## src/rtl/status_tx_blk.sv

```systemverilog
// Serial status reporter: sends a 3-byte {A5, status, checksum} packet over 8N1 UART
// whenever {batt_low, rider_off, pwr_up} changes or a send is requested.
module status_tx_blk #(
  parameter int unsigned BAUD_DIV = 2604
) (
  input  logic clk,
  input  logic rst_n,
  input  logic pwr_up,
  input  logic rider_off,
  input  logic batt_low,
  input  logic snd,
  output logic TX,
  output logic busy,
  output logic pkt_done
);

  localparam logic [15:0] BaudMax = 16'(BAUD_DIV - 1);
  localparam logic [7:0]  HdrByte = 8'hA5;

  typedef enum logic [1:0] {StIdle, StHdr, StSts, StChk} state_e;

  state_e      state_q;
  logic [2:0]  stat;
  logic [2:0]  prev_stat_q;
  logic [2:0]  snap_q;
  logic        pending_q;
  logic [15:0] baud_cnt_q;
  logic [3:0]  bit_cnt_q;
  logic [7:0]  shift_q;
  logic [7:0]  sts_byte;
  logic [7:0]  chk_byte;
  logic        set_pend;
  logic        start_pkt;
  logic        bit_end;

  assign stat      = {batt_low, rider_off, pwr_up};
  assign set_pend  = (stat != prev_stat_q) | snd;
  assign start_pkt = (state_q == StIdle) & pending_q;
  assign sts_byte  = {5'b00000, snap_q};
  assign chk_byte  = HdrByte ^ sts_byte;
  assign bit_end   = (baud_cnt_q == BaudMax);

  // A new request on the same edge the FSM leaves IDLE must survive the clear.
  always_ff @(posedge clk or negedge rst_n) begin
    if (!rst_n) begin
      prev_stat_q <= 3'b000;
      pending_q   <= 1'b0;
    end else begin
      prev_stat_q <= stat;
      if (set_pend) begin
        pending_q <= 1'b1;
      end else if (start_pkt) begin
        pending_q <= 1'b0;
      end
    end
  end

  always_ff @(posedge clk or negedge rst_n) begin
    if (!rst_n) begin
      state_q    <= StIdle;
      TX         <= 1'b1;
      busy       <= 1'b0;
      pkt_done   <= 1'b0;
      baud_cnt_q <= 16'd0;
      bit_cnt_q  <= 4'd0;
      shift_q    <= 8'd0;
      snap_q     <= 3'b000;
    end else begin
      pkt_done <= 1'b0;
      unique case (state_q)
        StIdle: begin
          if (pending_q) begin
            state_q    <= StHdr;
            shift_q    <= HdrByte;
            snap_q     <= stat;
            TX         <= 1'b0;
            busy       <= 1'b1;
            baud_cnt_q <= 16'd0;
            bit_cnt_q  <= 4'd0;
          end
        end
        default: begin
          if (!bit_end) begin
            baud_cnt_q <= baud_cnt_q + 16'd1;
          end else begin
            baud_cnt_q <= 16'd0;
            if (bit_cnt_q == 4'd9) begin
              // Stop bit done: next byte's start bit follows with no gap.
              bit_cnt_q <= 4'd0;
              unique case (state_q)
                StHdr: begin
                  state_q <= StSts;
                  shift_q <= sts_byte;
                  TX      <= 1'b0;
                end
                StSts: begin
                  state_q <= StChk;
                  shift_q <= chk_byte;
                  TX      <= 1'b0;
                end
                default: begin
                  state_q  <= StIdle;
                  TX       <= 1'b1;
                  busy     <= 1'b0;
                  pkt_done <= 1'b1;
                end
              endcase
            end else begin
              bit_cnt_q <= bit_cnt_q + 4'd1;
              if (bit_cnt_q == 4'd8) begin
                TX <= 1'b1;
              end else begin
                TX      <= shift_q[0];
                shift_q <= {1'b0, shift_q[7:1]};
              end
            end
          end
        end
      endcase
    end
  end

endmodule

```

## config.mk

```make
export PLATFORM = sky130hd
export DESIGN_NAME = status_tx_blk
export DESIGN_NICKNAME = d
export VERILOG_FILES = /design/src/rtl/status_tx_blk.sv
export SDC_FILE = /design/constraint.sdc
export NUM_CORES = 1
export LEC_CHECK = 0
export CAP_MARGIN = 20
export CORE_ASPECT_RATIO = 1.2
export CORE_MARGIN = 2
export CORE_UTILIZATION = 45
export DETAILED_ROUTE_END_ITERATION = 10
export SLEW_MARGIN = 20
export SYNTH_ARGS = -nofsm -noshare
export SYNTH_HDL_FRONTEND = slang
export SYNTH_SLANG_ARGS = --single-unit
```

## constraint.sdc

```tcl
create_clock -name clk -period 2.15 [get_ports clk]
set_input_delay 0.215 -clock clk [delete_from_list [all_inputs] [get_ports clk]]
set_output_delay 0.215 -clock clk [all_outputs]
set_load 0.05 [all_outputs]
```

# After elaboration in Yosys (flattened, before gate mapping)
# Cells that the tools add are included.
word_totals:
  reg_bits: 40
  inputBits: 6
  out_inout_bits: 3
  wordCells: 69
op_classes:
  addsub: 2
  n_eq_ne: 10
  muxes: 34
  bitwise_logic: 3
  reduce_logical: 10
ops:
  columns: ["op", "n"]
  rows:
  - ["16-bit two-way mux", 3]
  - ["8-bit two-way mux", 5]
  - ["16-bit by 1-bit adder with 16-bit output, second input constant", 1]
  - ["16-bit by 12-bit equality test with 1-bit output, second input constant", 1]
  - ["1-bit two-way mux", 16]
  - ["4-bit two-way mux", 4]
  - ["8-bit one-hot mux with 2 select lines", 1]
  - ["4-bit equality test, second input constant", 2]
  - ["2-bit two-way mux", 4]
  - ["4-bit AND reduction", 2]
  - ["2-bit nonzero test", 3]
  - ["4-bit by 1-bit adder with 4-bit output, second input constant", 1]
  - ["4-bit by 2-bit != test with 1-bit output, second input constant", 1]
  - ["2-bit NOT with 4-bit output", 1]
  - ["2-bit one-hot mux with 2 select lines", 1]
  - ["2-bit AND reduction", 2]
  - ["3-bit != test", 1]
  - ["3-bit != test, second input constant", 1]
  - ["3-bit AND reduction", 1]
  - ["2-bit by 1-bit equality test with 1-bit output, second input constant", 1]
  - ["2-bit equality test, second input constant", 1]
  - ["2-bit logical NOT", 1]
  - ["2-bit by 1-bit != test with 1-bit output, second input constant", 1]
  - ["2-bit != test, second input constant", 1]
  - ["3 further kinds", 3]

# Longest topological paths before layout
depth:
  word_depth: 6
  mapped_depth: 9

# Worst setup path before layout
# OpenSTA, ideal clock, no wires.
synth_timing:
  kind: "register to register"
  from: "register state_q[0]"
  to: "register shift_q[2]"
  arrival_time_ns: 1.659
  t_required_ns: 2.017
  slack_ns: 0.358
  path_stages_with_launch: 8
  period_less_slack_ns: 1.792
  cell_sequence: "dfrtp_1 inv_1 ha_1 a2111oi_0 buf_2 nor2_1 o21ai_0 a31oi_1"
synth_via:
  elab_chain_len: 5
  elab_cells_between_ends: 12
  cone_classes: "eq/ne (5); mux (4); reduce/logical (3)"
synth_lines:
  columns: ["item", "line", "text"]
  rows:
  - ["start: declaration", "22", "state_e state_q;"]
  - ["start signal: assignment", "60", "state_q <= StIdle;"]
  - ["start signal: assignment", "73", "state_q <= StHdr;"]
  - ["start signal: assignment", "92", "state_q <= StSts;"]
  - ["2-bit equality test or 2-bit by 1-bit equality test with 1-bit output (tied branches)", "90", "unique case (state_q)"]
  - ["8-bit one-hot mux with 2 select lines", "90", null]
  - ["8-bit two-way mux", "87", "if (bit_cnt_q == 4'd9) begin"]
  - ["8-bit two-way mux", "83", "if (!bit_end) begin"]
  - ["8-bit two-way mux", "70", "unique case (state_q)"]
  - ["end signal: assignment", "74", "shift_q <= HdrByte;"]
  - ["end signal: assignment", "93", "shift_q <= sts_byte;"]
  - ["end signal: assignment", "98", "shift_q <= chk_byte;"]
  - ["end: declaration", "29", "logic [7:0] shift_q;"]
# Several ways; a longest one is shown, not always the timed one. The select of a mux whose other input is x is not followed.
# A chain may end at the register's enable or synchronous reset.

# Final worst setup path
layout_timing:
  from: "register baud_cnt_q[0]"
  to: "register bit_cnt_q[2]"
layout_via:
  elab_chain_len: 3
layout_lines:
  columns: ["item", "line", "text"]
  rows:
  - ["start: declaration", "27", "logic [15:0] baud_cnt_q;"]
  - ["start signal: assignment", "84", "baud_cnt_q <= baud_cnt_q + 16'd1;"]
  - ["16-bit by 12-bit equality test with 1-bit output", "41", "assign bit_end = (baud_cnt_q == BaudMax);"]
  - ["2-bit nonzero test (no source line)", null, null]
  - ["2-bit AND reduction (no source line)", null, null]
  - ["end signal: assignment", "109", "bit_cnt_q <= bit_cnt_q + 4'd1;"]
  - ["end: declaration", "28", "logic [3:0] bit_cnt_q;"]
# No other way between the ends.

==> impl_metrics.yaml <==
status:
  status: "finished clean"
cts:
  cts_max_path_buffers: 2
  post-cts-setup-buffer-count: 0
  cts_tree: "built"
  cts_max_level: 2
  cts_hold_buf: 0
  path_clk_slew_ns: 0.08
  root_buffer: "clkbuf_8"
  worstSkewPairLatency_ns: 0.29
  ctsResizeCount: 0
  cts_buffers: 5
  clock_sinks: 40
logic_synthesis:
  synth-edff-count: 0
  synthMuxAreaShare_pct: 2.573
  yosys.area_share.simple_pct: 21.87
  ys.warnings.count: 0
  yosysSeqAreaShare_pct: 46.84
  synth_area_sq_um: 2140
  async_flop_share_pct: 100.0
  synth-adder-area-share_pct: 3.509
  synthMostInstantiatedCell: "dfrtp_1"
  avgSynthCellArea_sq_um: 9.425
  netlist.area_leader.share_pct: 45.61
  ys_ff_latch: 40
  synthFlopType: "dfrtp_1"
  synth-xor-area-share_pct: 2.456
  yosys.cell_types.count: 43
  yosys-top-cells-area: "dfrtp_1, o21ai_0, nand2_1"
  synth_compound_area_share_pct: 18.01
  ys_top_cells_by_count: "dfrtp_1, o21ai_0, nand2_1, nand3_1, nor2_1"
  synth_top_family_by_area: "simple AND/OR/NAND/NOR gates"
  synth_top_area_cell: "dfrtp_1"
  synth_cells: 227
  syn_nets: 239
die:
  fp.dieArea_sq_um: 5324
  std_cell_rows: 27
  io-pin-count: 9
  die_y_microns: 79.54
  core_sq_um: 4594
  initial_core_util_pct: 46.57
  die_w_microns: 66.95
route:
  drtAntennaViolNets: 0
  wl_per_cell_microns: 15.22
  drt-vias-per-instance: 5.793
  vias: 1738
  drc_errors: 0
  drtPass1Iterations: 5
  drtIter0Drc: 114
  routed_wl_microns: 4565
setup_path:
  reg2regPathDepth: 6
  cp-end-kind: "flip-flop"
  critPathMaxFanout: 14
  worstPathArrival_ns: 2.16
  crit_required_ns: 2.37
  critPathLaunchType: "flip-flop"
  crit_type: "flip-flop to flip-flop"
  r2r_end: "bit_cnt_q[2]"
  reg2reg_from: "baud_cnt_q[0]"
  r2r_slack_ns: 0.22
sta:
  slew_headroom_pct: 42.52
  setup_ws_ns: 0.2157
  worst_pin_slew_ns: 0.8623
  max_freq_mhz: 517.0
  hold_viol_final: 0
  setup_violations: 0
  period_needed_ns: 1.934
  rsz0062_at_grt: "no"
  clock_skew_ns: 0.006813
  period_share_pct: 89.97
  slew_viol_final: 0
  fin_tns_setup_ns: 0
  hold_ws_ns: 0.03032
cells_and_area:
  drive_gt1_share_pct: 12.40
  final_cells: 300
  seq_area_sq_um: 1002
  fin_nets: 253
  multi_input_area_sq_um: 1037
  fill_cells: 452
  syn_to_final_growth_pct: 11.81
  antenna_cells: 0
global_route:
  met3_usage_pct: 3.103
  met1_usage_pct: 25.39
  overflow: 0
  track_usage_pct: 19.72
  grt_pass1_wl_microns: 8045
  grt_use_met2_pct: 33.30
  grt_max_degree: 41
  grt_pass1_vias: 1714
  grt-busiest-layer: "met2"
  antenna_found_initial: 0
pwr:
  power_w: 0.001763
  leakage_nw: 0.9482
  irDropWorstVdd_v: 0.0004373
  power_density_nw_per_um2: 736.9
place:
  place_congestion: 0.8279
  placed_cells: 292
  io_buffers: 8
  post-dp-hpwl_microns: 3310
  dp_slack_ns: 0.2558
job:
  maxCapViolCount: 0
worst_hold_path:
  hold_class: "primary input to asynchronous set/reset pin"
[flip-flops by register name, summed over array words and instances, names as in the netlist]
name         flops
TX               1
prev_stat_q      3
baud_cnt_q      16
state_q          2
pending_q        1
snap_q           3
busy             1
bit_cnt_q        4
shift_q          8
pkt_done         1
[logic make-up (layout without fill, tap and decap cells)]
group / Yosys count / in the layout
and+or+nand+nor: 85 / 85
AOI/OAI and AO/OA: 64 / 64
DFF: 40 / 40
buffers and inverters: 21 / 36
adders and majority gates: 6 / 6
xor gates and xnor gates: 6 / 6
muxes: 5 / 5
[layer usage]
layer,wire length (microns),vias to the layer above,share of wire (%)
met2,2370,16,52
li1,-,860,-
met1,2035,852,45
met5,0,-,0
met3,78,10,1.7
met4,80,0,1.8
[worst max path at each step]
stage | to | startpoint | depth (start not counted)
floorplan | shift_q[2] | state_q[0] | 7
global placement | bit_cnt_q[2] | baud_cnt_q[0] | 6
detailed placement | bit_cnt_q[2] | baud_cnt_q[0] | 6
CTS | bit_cnt_q[2] | baud_cnt_q[0] | 6
global route | shift_q[7] | baud_cnt_q[0] | 7
finish | bit_cnt_q[2] | baud_cnt_q[0] | 6
[cells in the final DEF (no fill, tap or decap), types with 9 or more instances in the layout]
cell type	count
dfrtp_1	39
o21ai_0	28
nand2_1	25
nand3_1	13
nor2_1	13
inv_1	10
a31oi_1	10
buf_4	10
nand4_1	9
[metrics by stage]
| step | cell area (sq um) | utilization, % |
|---|---|---|
| finish | 2392 | 52.07 |
| global route | 2392 | 52.07 |
| CTS | 2392 | 52.07 |
| detailed placement | 2300 | 50.05 |
| global placement | 2300 | 50.05 |
| floorplan | 2140 | - |
[critical path: stages (launching register included)]
cell      delay [ns]
dfrtp_1         0.41
ha_1            0.25
nor4bb_1        0.23
and4_4          0.37
nand2_1         0.10
or4_1           0.42
nand3_1         0.10
[where the power goes]
group	internal (W)	switching, W
registers	0.000845	0.000111
logic	0.000149	0.000155
clock network	0.000230	0.000273
[cell type report]
cell class	count	area share, %
Inverter	10	1.569
Tap cell	58	3.033
Sequential cell	40	41.89
Timing Repair Buffer	18	6.276
Multi-Input combinational cell	166	43.36
Clock buffer	5	2.877
Clock inverter	3	0.9937
Power figures use the tool's default switching activity.
